<file path="src/rtl/display_seq_ctrl.sv">
// Display message sequencer: level banner, blank play screen, timed win/lose banner.
// Optional result blink is enabled by defining DISPLAY_BLINK_EN.
module display_seq_ctrl #(
  parameter int NIVEL_CYCLES  = 50_000_000,
  parameter int RESULT_CYCLES = 150_000_000,
  parameter int BLINK_CYCLES  = 25_000_000
) (
  input  logic       clock,
  input  logic       reset,
  input  logic       iniciar,
  input  logic [1:0] nivel,
  input  logic       venceu,
  input  logic       perdeu,
  output logic [1:0] displayAddr,
  output logic [1:0] modo,
  output logic       ocupado,
  output logic       fim
);

  localparam int MAX_A = (NIVEL_CYCLES > RESULT_CYCLES) ? NIVEL_CYCLES : RESULT_CYCLES;
  localparam int MAX_P = (MAX_A > BLINK_CYCLES) ? MAX_A : BLINK_CYCLES;
  localparam int CW    = (MAX_P > 2) ? $clog2(MAX_P) : 1;

  localparam logic [CW-1:0] NIVEL_LAST  = CW'(NIVEL_CYCLES - 1);
  localparam logic [CW-1:0] RESULT_LAST = CW'(RESULT_CYCLES - 1);

  localparam logic [1:0] ADDR_NIVEL = 2'b00;
  localparam logic [1:0] ADDR_WIN   = 2'b01;
  localparam logic [1:0] ADDR_LOSE  = 2'b10;
  localparam logic [1:0] ADDR_BLANK = 2'b11;

  typedef enum logic [1:0] {
    IDLE   = 2'b00,
    NIVEL  = 2'b01,
    JOGO   = 2'b10,
    RESULT = 2'b11
  } state_t;

  state_t          state_q, state_d;
  logic [CW-1:0]   cnt_q, cnt_d;
  logic [1:0]      msg_q, msg_d;
  logic [1:0]      addr_q, addr_d;
  logic [1:0]      modo_q, modo_d;
  logic            ocupado_q, ocupado_d;
  logic            fim_q, fim_d;

`ifdef DISPLAY_BLINK_EN
  localparam int BW = (BLINK_CYCLES > 2) ? $clog2(BLINK_CYCLES) : 1;
  localparam logic [BW-1:0] BLINK_LAST = BW'(BLINK_CYCLES - 1);

  logic [BW-1:0]   bcnt_q, bcnt_d;
  logic            shown_q, shown_d;
`endif

  // Next-state, hold counter and registered-output computation
  always_comb begin
    state_d = state_q;
    cnt_d   = cnt_q;
    msg_d   = msg_q;
    modo_d  = modo_q;
    fim_d   = 1'b0;
`ifdef DISPLAY_BLINK_EN
    bcnt_d  = bcnt_q;
    shown_d = shown_q;
`endif

    case (state_q)
      IDLE: begin
        if (iniciar) begin
          modo_d  = nivel;
          cnt_d   = {CW{1'b0}};
          state_d = NIVEL;
        end else begin
          state_d = IDLE;
        end
      end
      NIVEL, JOGO: begin
        // A game-end event wins over a level timeout in the same cycle; lose beats win
        if (venceu || perdeu) begin
          state_d = RESULT;
          cnt_d   = {CW{1'b0}};
          msg_d   = perdeu ? ADDR_LOSE : ADDR_WIN;
`ifdef DISPLAY_BLINK_EN
          bcnt_d  = {BW{1'b0}};
          shown_d = 1'b1;
`endif
        end else if (state_q == NIVEL) begin
          if (cnt_q == NIVEL_LAST) begin
            cnt_d   = {CW{1'b0}};
            state_d = JOGO;
          end else begin
            cnt_d = cnt_q + CW'(1);
          end
        end else begin
          state_d = JOGO;
        end
      end
      RESULT: begin
        if (cnt_q == RESULT_LAST) begin
          cnt_d   = {CW{1'b0}};
          fim_d   = 1'b1;
          state_d = IDLE;
        end else begin
          cnt_d = cnt_q + CW'(1);
        end
`ifdef DISPLAY_BLINK_EN
        if (bcnt_q == BLINK_LAST) begin
          bcnt_d  = {BW{1'b0}};
          shown_d = ~shown_q;
        end else begin
          bcnt_d = bcnt_q + BW'(1);
        end
`endif
      end
      default: begin
        state_d = IDLE;
        cnt_d   = {CW{1'b0}};
      end
    endcase

    ocupado_d = (state_d != IDLE);
    case (state_d)
      NIVEL:   addr_d = ADDR_NIVEL;
`ifdef DISPLAY_BLINK_EN
      RESULT:  addr_d = shown_d ? msg_d : ADDR_BLANK;
`else
      RESULT:  addr_d = msg_d;
`endif
      default: addr_d = ADDR_BLANK;
    endcase
  end

  // State, counter and output registers
  always_ff @(posedge clock or negedge reset) begin
    if (!reset) begin
      state_q   <= IDLE;
      cnt_q     <= {CW{1'b0}};
      msg_q     <= 2'b00;
      addr_q    <= ADDR_BLANK;
      modo_q    <= 2'b00;
      ocupado_q <= 1'b0;
      fim_q     <= 1'b0;
    end else begin
      state_q   <= state_d;
      cnt_q     <= cnt_d;
      msg_q     <= msg_d;
      addr_q    <= addr_d;
      modo_q    <= modo_d;
      ocupado_q <= ocupado_d;
      fim_q     <= fim_d;
    end
  end

`ifdef DISPLAY_BLINK_EN
  // Blink phase registers
  always_ff @(posedge clock or negedge reset) begin
    if (!reset) begin
      bcnt_q  <= {BW{1'b0}};
      shown_q <= 1'b1;
    end else begin
      bcnt_q  <= bcnt_d;
      shown_q <= shown_d;
    end
  end
`endif

  assign displayAddr = addr_q;
  assign modo        = modo_q;
  assign ocupado     = ocupado_q;
  assign fim         = fim_q;

endmodule

</file>
<file path="config.mk">
export PLATFORM = sky130hd
export DESIGN_NAME = display_seq_ctrl
export DESIGN_NICKNAME = d
export VERILOG_FILES = /design/src/rtl/display_seq_ctrl.sv
export SDC_FILE = /design/constraint.sdc
export NUM_CORES = 1
export LEC_CHECK = 0
export ABC_AREA = 1
export ABC_CLOCK_PERIOD_IN_PS = 1650
export CAP_MARGIN = 20
export CORE_MARGIN = 5
export CORE_UTILIZATION = 54
export CTS_CLUSTER_DIAMETER = 80
export DETAILED_ROUTE_END_ITERATION = 10
export PLACE_DENSITY = 0.83
export SLEW_MARGIN = 20
export SYNTH_ARGS = -nofsm -noshare
export SYNTH_HDL_FRONTEND = slang
export SYNTH_SLANG_ARGS = --single-unit
</file>
<file path="constraint.sdc">
create_clock -name clock -period 1.65 [get_ports clock]
set_input_delay 0.33 -clock clock [delete_from_list [all_inputs] [get_ports clock]]
set_output_delay 0.33 -clock clock [all_outputs]
set_load 0.01 [all_outputs]
</file>
## After elaboration in Yosys (flattened, before gate mapping)

Cells that the tools add are included.

- Add/sub/neg operators: 1
- Eq/ne operators: 9
- Mux-type cells: 18
- Reductions and logical operators: 6

Operators by type and width:

| cell | count |
|---|---|
| 28-bit 2-to-1 mux | 5 |
| 28-bit one-hot mux with 3 select lines | 1 |
| 28-bit by 1-bit adder with 28-bit output (second input constant) | 1 |
| 28-bit by 26-bit == test with 1-bit output (second input constant) | 1 |
| 28-bit == test (second input constant) | 1 |
| 2-bit 2-to-1 mux | 7 |
| 2-bit == test (second input constant) | 3 |
| 2-bit one-hot mux with 3 select lines | 1 |
| 2-bit by 1-bit == test with 1-bit output (second input constant) | 2 |
| 2-bit one-hot mux with 2 select lines | 1 |
| 2-bit AND reduction | 2 |
| 1-bit 2-to-1 mux | 3 |
| 3-bit != test (second input constant) | 1 |
| 2-bit logical NOT | 1 |
| 2-bit != test (second input constant) | 1 |
| 2-bit nonzero test | 1 |
| 2-bit OR reduction | 1 |
| 1-bit logical OR | 1 |

- Register bits after elaboration: 38
- Bits of input ports: 7
- Output and inout bits: 6
- Logic and storage cells: 41

## Depth between registers and ports, before layout

Gate-level depths: netlist (run 1).

- Word-level depth: 7
- Mapped depth: 12
- Depth with buffers taken out: 12

## Least setup slack after synthesis (run 1)

OpenSTA, ideal clock, no wires.

- Kind: register to register
- Start: reg state_q[0]
- End: reg cnt_q[22]
- Library setup time: 123 ps
- Arrival: 1,665 ps
- Data required time: 1,527 ps
- Path slack: -138 ps
- Stages on the path, launching flop included: 12
- Buffers on the path: 1
- Clock period less this slack: 1,788 ps
- Cell sequence: dfrtp_1 inv_1 ha_1 inv_2 nor2_1 nand2_2 nand2_4 buf_6 nor3_2 nand2_1 xor2_1 a21oi_2

- Word-level cells in the longest chain between the ends: 4
- Elaborated cells between the ends (all ways): 9
- Those cells by class: eq/ne (5); mux (1); reduce/logical (3)

Ends and longest elaborated chain:

| item | RTL line | source |
|---|---|---|
| start, declared | 39 | `state_t state_q, state_d;` |
| start signal, assigned | 144 | `state_q <= state_d;` |
| 2-bit by 1-bit == test with 1-bit output or 2-bit == test (tied branches) | 67, 87 |  |
| 2-bit OR reduction | 67 | `case (state_q)` |
| 3-bit != test (no line) | n/a |  |
| 2-bit AND reduction (no line) | n/a |  |
| end signal, assigned | 137 | `cnt_q <= {CW{1'b0}};` |
| end signal, assigned | 145 | `cnt_q <= cnt_d;` |
| end, declared | 40 | `logic [CW-1:0] cnt_q, cnt_d;` |

Parallel ways exist; a longest one is shown, timed or not.
A chain may end at the register's enable or synchronous reset.

## Final worst setup path (run 1)

- Start: reg cnt_q[0]
- End: reg cnt_q[24]

- Word-level cells in the longest chain between the ends: 5
- Elaborated cells between the ends (all ways): 8
- Those cells by class: add/sub (1); eq/ne (2); mux (5)

Ends and longest elaborated chain:

| item | RTL line | source |
|---|---|---|
| 28-bit by 1-bit adder with 28-bit output or 28-bit by 26-bit == test with 1-bit output (tied branches) | 92, 104, 88 |  |
| 28-bit 2-to-1 mux | 88 | `if (cnt_q == NIVEL_LAST) begin` |
| 28-bit 2-to-1 mux | 87 | `end else if (state_q == NIVEL) begin` |
| 28-bit 2-to-1 mux | 79 | `if (venceu \|\| perdeu) begin` |
| 28-bit one-hot mux with 3 select lines (*) | 67 |  |

Every way passes the cells marked *; elsewhere a longest branch is shown, timed or not. The select of a mux whose other input is x is not followed.

==> results of run 1 <==
[worst paths after layout]
| kind | startpoint | end | cells past startpoint |
|---|---|---|---|
| min in group clock | modo[0]$_DFFE_PN0P_ | modo[0]$_DFFE_PN0P_ | 1 |
| max reg2reg | cnt_q[0]$_DFFE_PN0P_ | cnt_q[24]$_DFFE_PN0P_ | 9 |
| max in group asynchronous | reset | cnt_q[10]$_DFFE_PN0P_ | 2 |
| min | reset | cnt_q[26]$_DFFE_PN0P_ | 2 |
| max | cnt_q[0]$_DFFE_PN0P_ | cnt_q[24]$_DFFE_PN0P_ | 9 |
| min reg2reg | modo[0]$_DFFE_PN0P_ | modo[0]$_DFFE_PN0P_ | 1 |
[power by group]
part / leakage [nW] / switching, mW / internal (mW)
combinational: 0.904 / 1.33 / 0.925
sequential: 0.506 / 0.0610 / 1.08
clock: 0.0472 / 0.353 / 0.336
[timing repair]
item | in CTS | in global routing
pin swaps | 1 | 10
resized for setup | 12 | 56
gates cloned | 1 | 1
hold buffers | 0 | 0
setup buffers | 2 | 8
endpoints found under the setup margin | 31 | 33
[cell families (layout without fill, tap and decap cells)]
| group | after synthesis | after routing | synth area share (%) |
|---|---|---|---|
| flops | 38 | 38 | 37.4 |
| compound gates | 33 | 33 | 9.53 |
| simple gates | 179 | 181 | 33.3 |
| xor+xnor | 18 | 18 | 6.19 |
| mux | 2 | 2 | 0.884 |
| fa+ha+maj | 5 | 5 | 2.46 |
| buf+inv | 53 | 101 | 10.2 |
[layout make-up]
cell class                      instances  area (um^2)  share of cell area [%]
Timing Repair Buffer                   46          429                    12.8
Clock inverter                          2         12.5                   0.372
Sequential cell                        38          955                    28.4
Tap cell                               54         67.6                    2.01
Multi-Input combinational cell        239         1620                    48.2
Inverter                               47          195                    5.80
Clock buffer                            6         82.6                    2.45
[flip-flops by register name, summed over array words and instances, names as in the netlist]
register     flops
cnt_q           28
displayAddr      2
fim              1
modo             2
msg_q            2
ocupado          1
state_q          2
[cells in the mapped netlist, types with 5 or more instances]
cell type   n
nor2_1     39
a21oi_2    20
nand3_1    21
inv_1      45
nand4_1    10
ha_1        5
nand2_2     5
nand2_1    80
o21ai_0     6
nor3_1      6
xor2_1     14
dfrtp_1    36
[stage by stage]
step           hold WS [ns]  TNS [ns]  setup WS (ns)
6_report             0.0755     -1.96         -0.152
5_1_grt               0.124     -4.84         -0.292
2_1_floorplan        0.0344         0        0.00216
4_1_cts              0.0919    -0.296        -0.0749
3_5_place_dp          0.408     -2.23         -0.153
3_3_place_gp          0.408     -1.49         -0.119
[routing by layer]
layer	global-route usage (%)	wire length [um]
met1	27.5	2850
met2	36.4	3770
met3	4.59	545
met4	7.17	231
met5	0	0
==> run metrics, run 1 <==
reg-to-reg setup timing slack=-0.15 ns; Final Hold Viols=0; Synth top area share=35.4%; initial core utilization=54.7%; P&R area growth vs syn=32.1%; vias in the first global route=2322; drt drc=0; Slew @ Worst Pin=0.600 ns; first-pass GRT wire length=10600 um; fillers=292; port buffer count=12; commonest cells after routing, fill and taps aside=nand2_1, inv_1, dfrtp_1, nor2_1, buf_4; unrepaired setup endpoints after global routing=yes; drt wl/cell=17.1 um; Worst EP arrival=2.03 ns; clock skew=0.0138 ns; pin count of the biggest net entering global routing=39; number of vias per cell=5.86; failing checks=negative setup slack; ANT cells=0; detailed placer's ending HPWL=4420 um; final wirelength=7400 um; Worst path slowest cell=dfrtp_1; critical path's top delay family=simple AND/OR/NAND/NOR gates; most common cell after layout, fill and taps aside=nand2_1; Worst Setup End Kind=flip-flop; area leader, netlist=dfrtp_1; routed vias=2531; max_cap viols=0; Cell Chain, Critical Path=ha_2 > nand2_4 > nor2_1 > nand3_1 > nor2_2 > nand3_4 > o21ai_2 > nand2_1 > a21oi_2; leakage=1.46 nW; Synth area leaders=dfrtp_1, nand2_1, a21oi_2; Ports=13; fin crit share=109%; CTS tree=built; routability cong.=0.931; Non-Filler Instances=432; total grt overflow=0; CP Buf/Inv Count=0; Area after DPL=2860 um^2; Crit Path Max Fanout=3; Power Dens Cells=1210 nW/um^2; core area=4660 um^2; synthesized area=2550 um^2; CTS root buf=clkbuf_8; syn_nets=340; relative slew slack=59.9%; sequential area share after synthesis=37.4%; initial antenna violation count=0; CTS buffer count=5; setup ws final=-0.152 ns; die area=6190 um^2; Post-synth top flop=dfrtp_1; Max Root-Sink Buffers=2; Setup CP Type=flip-flop to flip-flop; Post-synth ARST share=100%; Post-Route Utilization=72.2%; Mean Syn Cell Area=7.77 um^2; status=finished with violations; Total GRT Usage=21.6%; Synth Register Bits=38; Setup Viol. Count Final=26; worst skew pair latency=0.30 ns; num rows=25; Yosys cell types=35; Hold/Removal Path Class=input port to async pin; Worst path max stage delay=0.36 ns; Die Wd=78.7 um; 1st-pass router iterations=7; antenna-violating nets left=0; Post-Layout Inst Area=3360 um^2; CTS Sinks=38; number of synthesized flops with an enable pin=0; synth warn=0; Slew Limit Fails=0; Peak VDD IR=0.677 mV; post-route minimum period=1.80 ns; drt first-iter violations=317; Tot Pwr=4.09 mW; startpoint types=flip-flop; layout cells sized above 1=33.9%; Max Freq=555 MHz; CP Data Required Time=1.87 ns; H-tree depth=2; Post-Syn Instances=328; DIE HEIGHT=78.7 um; # nets final=389; placed insts=412; Clock transition at path regs=0.09 ns
Note: power is estimated with default switching activity, not from simulation.
==> inputs of run 2 (changes only) <==
--- a/config.mk
+++ b/config.mk
@@ -12,8 +12,9 @@
 export CORE_UTILIZATION = 54
 export CTS_CLUSTER_DIAMETER = 80
 export DETAILED_ROUTE_END_ITERATION = 10
+export GPL_TIMING_DRIVEN = 1
 export PLACE_DENSITY = 0.83
-export SLEW_MARGIN = 20
+export SETUP_SLACK_MARGIN = 0.1
 export SYNTH_ARGS = -nofsm -noshare
 export SYNTH_HDL_FRONTEND = slang
 export SYNTH_SLANG_ARGS = --single-unit
==> run 2 against run 1 <==
Compared with the run above:
- clock skew decreased by 0.0072 ns
- sequential power about the same
- setup slack improved by 0.026 ns
- sequential share of layout area decreased by 0.74 points
- total power increased by 7.7%
- the run still ends with negative setup slack left
- critical endpoint is now cnt_q[26]$_DFFE_PN0P_
- sequential cell count unchanged
- design area increased by 2.7%
- routed wire length increased by 8.5%
- first-iteration DRC count decreased by 0.63%
- non-clock buffer count increased by 9
==> run metrics, run 2 (synthesis gave the netlist of run 1 again) <==
antenna-violating nets left=0 (unchanged); clock skew=0.00657 ns (-0.00721 ns); leakage=1.49 nW (+2.5%); relative slew slack=67.4% (+7.5 points); setup ws final=-0.126 ns (+0.0260 ns); WHS=0.517 ns (+0.441 ns); total grt overflow=0 (unchanged); worst skew pair latency=0.30 ns (about the same); Setup Viol. Count Final=29 (+12%); commonest cells after routing, fill and taps aside=nand2_1, inv_1, dfrtp_1, buf_4, nor2_1; DP Worst Slack=-0.191 ns (-0.0371 ns); number of vias per cell=6.07 (+3.6%); CP Data Required Time=1.84 ns (-0.03 ns); CTS Sinks=38 (unchanged); most common cell after layout, fill and taps aside=nand2_1; post-route minimum period=1.78 ns (-0.0260 ns); fin crit share=108% (-1.6 points); Ports=13 (unchanged); initial core utilization=54.7% (unchanged); startpoint types=flip-flop; routability cong.=0.964 (+3.5%); Hold/Removal Path Class=input port to async pin; DIE HEIGHT=78.7 um (unchanged); failing checks=negative setup slack; Total GRT Usage=23.6% (+2.0 points); drt wl/cell=18.2 um (+6.2%); Setup CP Type=flip-flop to flip-flop; max_cap viols=0 (unchanged); Final Hold Viols=0 (unchanged); Tot Pwr=4.40 mW (+7.7%); detailed placer's ending HPWL=4490 um (+1.4%); vias in the first global route=2417 (+4.1%); layout cells sized above 1=36.2% (+2.3 points); routed vias=2678 (+5.8%); core area=4660 um^2 (unchanged); num rows=25 (unchanged); Non-Filler Instances=441 (+2.1%); H-tree depth=2 (unchanged); Max Freq=563 MHz (+1.5%); Top reg by flops=cnt_q; port buffer count=12 (unchanged); Sum Neg Setup Slack=-2.26 ns (-0.300 ns); cells on worst reg2reg path=11 (+2); drt first-iter violations=315 (-0.63%); CTS tree=built; Slew @ Worst Pin=0.489 ns (-0.112 ns); reg2reg end=cnt_q[26]$_DFFE_PN0P_; status=finished with violations; # nets final=398 (+2.3%); Worst EP arrival=1.96 ns (-0.07 ns); Die Wd=78.7 um (unchanged); Crit Path Max Fanout=6 (+3); worst r2r src=cnt_q[7]$_DFFE_PN0P_; unrepaired setup endpoints after global routing=yes; Clock transition at path regs=0.08 ns (about the same); 1st-pass router iterations=5 (-2); Max Root-Sink Buffers=2 (unchanged); CTS root buf=clkbuf_8; max reg flops=28 (unchanged); Peak VDD IR=0.925 mV (+37%); Power Dens Cells=1270 nW/um^2 (+4.9%); first-pass GRT wire length=11400 um (+7.6%); die area=6190 um^2 (unchanged); pin count of the biggest net entering global routing=22 (-44%); drt drc=0 (unchanged); Slew Limit Fails=0 (unchanged); reg-to-reg setup timing slack=-0.13 ns (+0.03 ns); P&R area growth vs syn=35.6%; ANT cells=0 (unchanged); fillers=276 (-5.5%); CTS buffer count=5 (unchanged); Worst Setup End Kind=flip-flop; initial antenna violation count=0 (unchanged); final wirelength=8030 um (+8.5%); placed insts=416 (+0.97%)
-- run 2: cell types whose count changed in the layout (fill, tap and decap cells not counted), moves of 3 or more --
cell,change
buf_4,+5
nand3_4,-3
nand3_2,+4
o21ai_1,+4
buf_6,+4
a21oi_2,-3
nand2_1,-3
o21ai_0,-5
-- run 2: worst max-delay path, stage by stage, from the launching register on --
cell	delay, ns
dfrtp_1	0.43
inv_1	0.10
nand2_1	0.07
nor2_2	0.20
nand2_4	0.12
nor2_4	0.13
nand2_2	0.08
nand3_2	0.09
nand2_4	0.10
buf_6	0.15
nand4_1	0.09
o21ai_1	0.08
-- run 2: per-stage QoR --
step	utilization, %	cell area (um^2)
6_report	74.1	3450
2_1_floorplan	-	2570
5_1_grt	74.1	3450
3_5_place_dp	62.4	2910
3_3_place_gp	62.4	2910
4_1_cts	68.8	3210
-- run 2: where the power goes --
| group | total (mW) | internal [mW] | switching (mW) |
|---|---|---|---|
| logic | 2.46 | 1.03 | 1.43 |
| registers | 1.14 | 1.08 | 0.0659 |
| clock network | 0.798 | 0.453 | 0.345 |
| total | 4.40 | 2.56 | 1.84 |
-- run 2: worst max path at each step --
| stage | startpoint | end | slack, ns | cells after the start |
|---|---|---|---|---|
| floorplan | state_q[0]$_DFF_PN0_ | cnt_q[16]$_DFFE_PN0P_ | 0.03 | 11 |
| global placement | iniciar | cnt_q[13]$_DFFE_PN0P_ | -0.15 | 9 |
| detailed placement | venceu | cnt_q[13]$_DFFE_PN0P_ | -0.19 | 9 |
| CTS | state_q[0]$_DFF_PN0_ | cnt_q[22]$_DFFE_PN0P_ | -0.07 | 11 |
| global route | state_q[0]$_DFF_PN0_ | cnt_q[22]$_DFFE_PN0P_ | -0.22 | 11 |
| finish | cnt_q[7]$_DFFE_PN0P_ | cnt_q[26]$_DFFE_PN0P_ | -0.13 | 11 |
-- run 2: area by class of cell --
type | count | area (um^2) | area share [%]
timing repair buffer | 55 | 502 | 14.5
multi-input combinational | 239 | 1640 | 47.4
inverter | 47 | 186 | 5.40
tap | 54 | 67.6 | 1.96
sequential | 38 | 955 | 27.6
clock buffer | 7 | 76.3 | 2.21
clock inverter | 1 | 30.0 | 0.869
-- run 2: routing by layer --
| metal | vias to the layer above | wire length (um) | GRT usage (%) | part of all wire [%] |
|---|---|---|---|---|
| met5 | - | 0 | 0 | 0 |
| met3 | 67 | 781 | 5.28 | 9.7 |
| met4 | 0 | 453 | 10.3 | 5.6 |
| met1 | 1241 | 2980 | 29.8 | 37 |
| li1 | 1152 | - | - | - |
| met2 | 218 | 3820 | 38.6 | 48 |
-- run 2: repair_timing --
action | in CTS | in global routing
setup buffers | 6 | 12
hold buffers | 1 | 0
setup endpoints to repair | 35 | 33
gates cloned | 1 | 1
pin swaps | 15 | 17
gates resized for setup | 37 | 41
endpoints found under the hold margin | 15 | 0
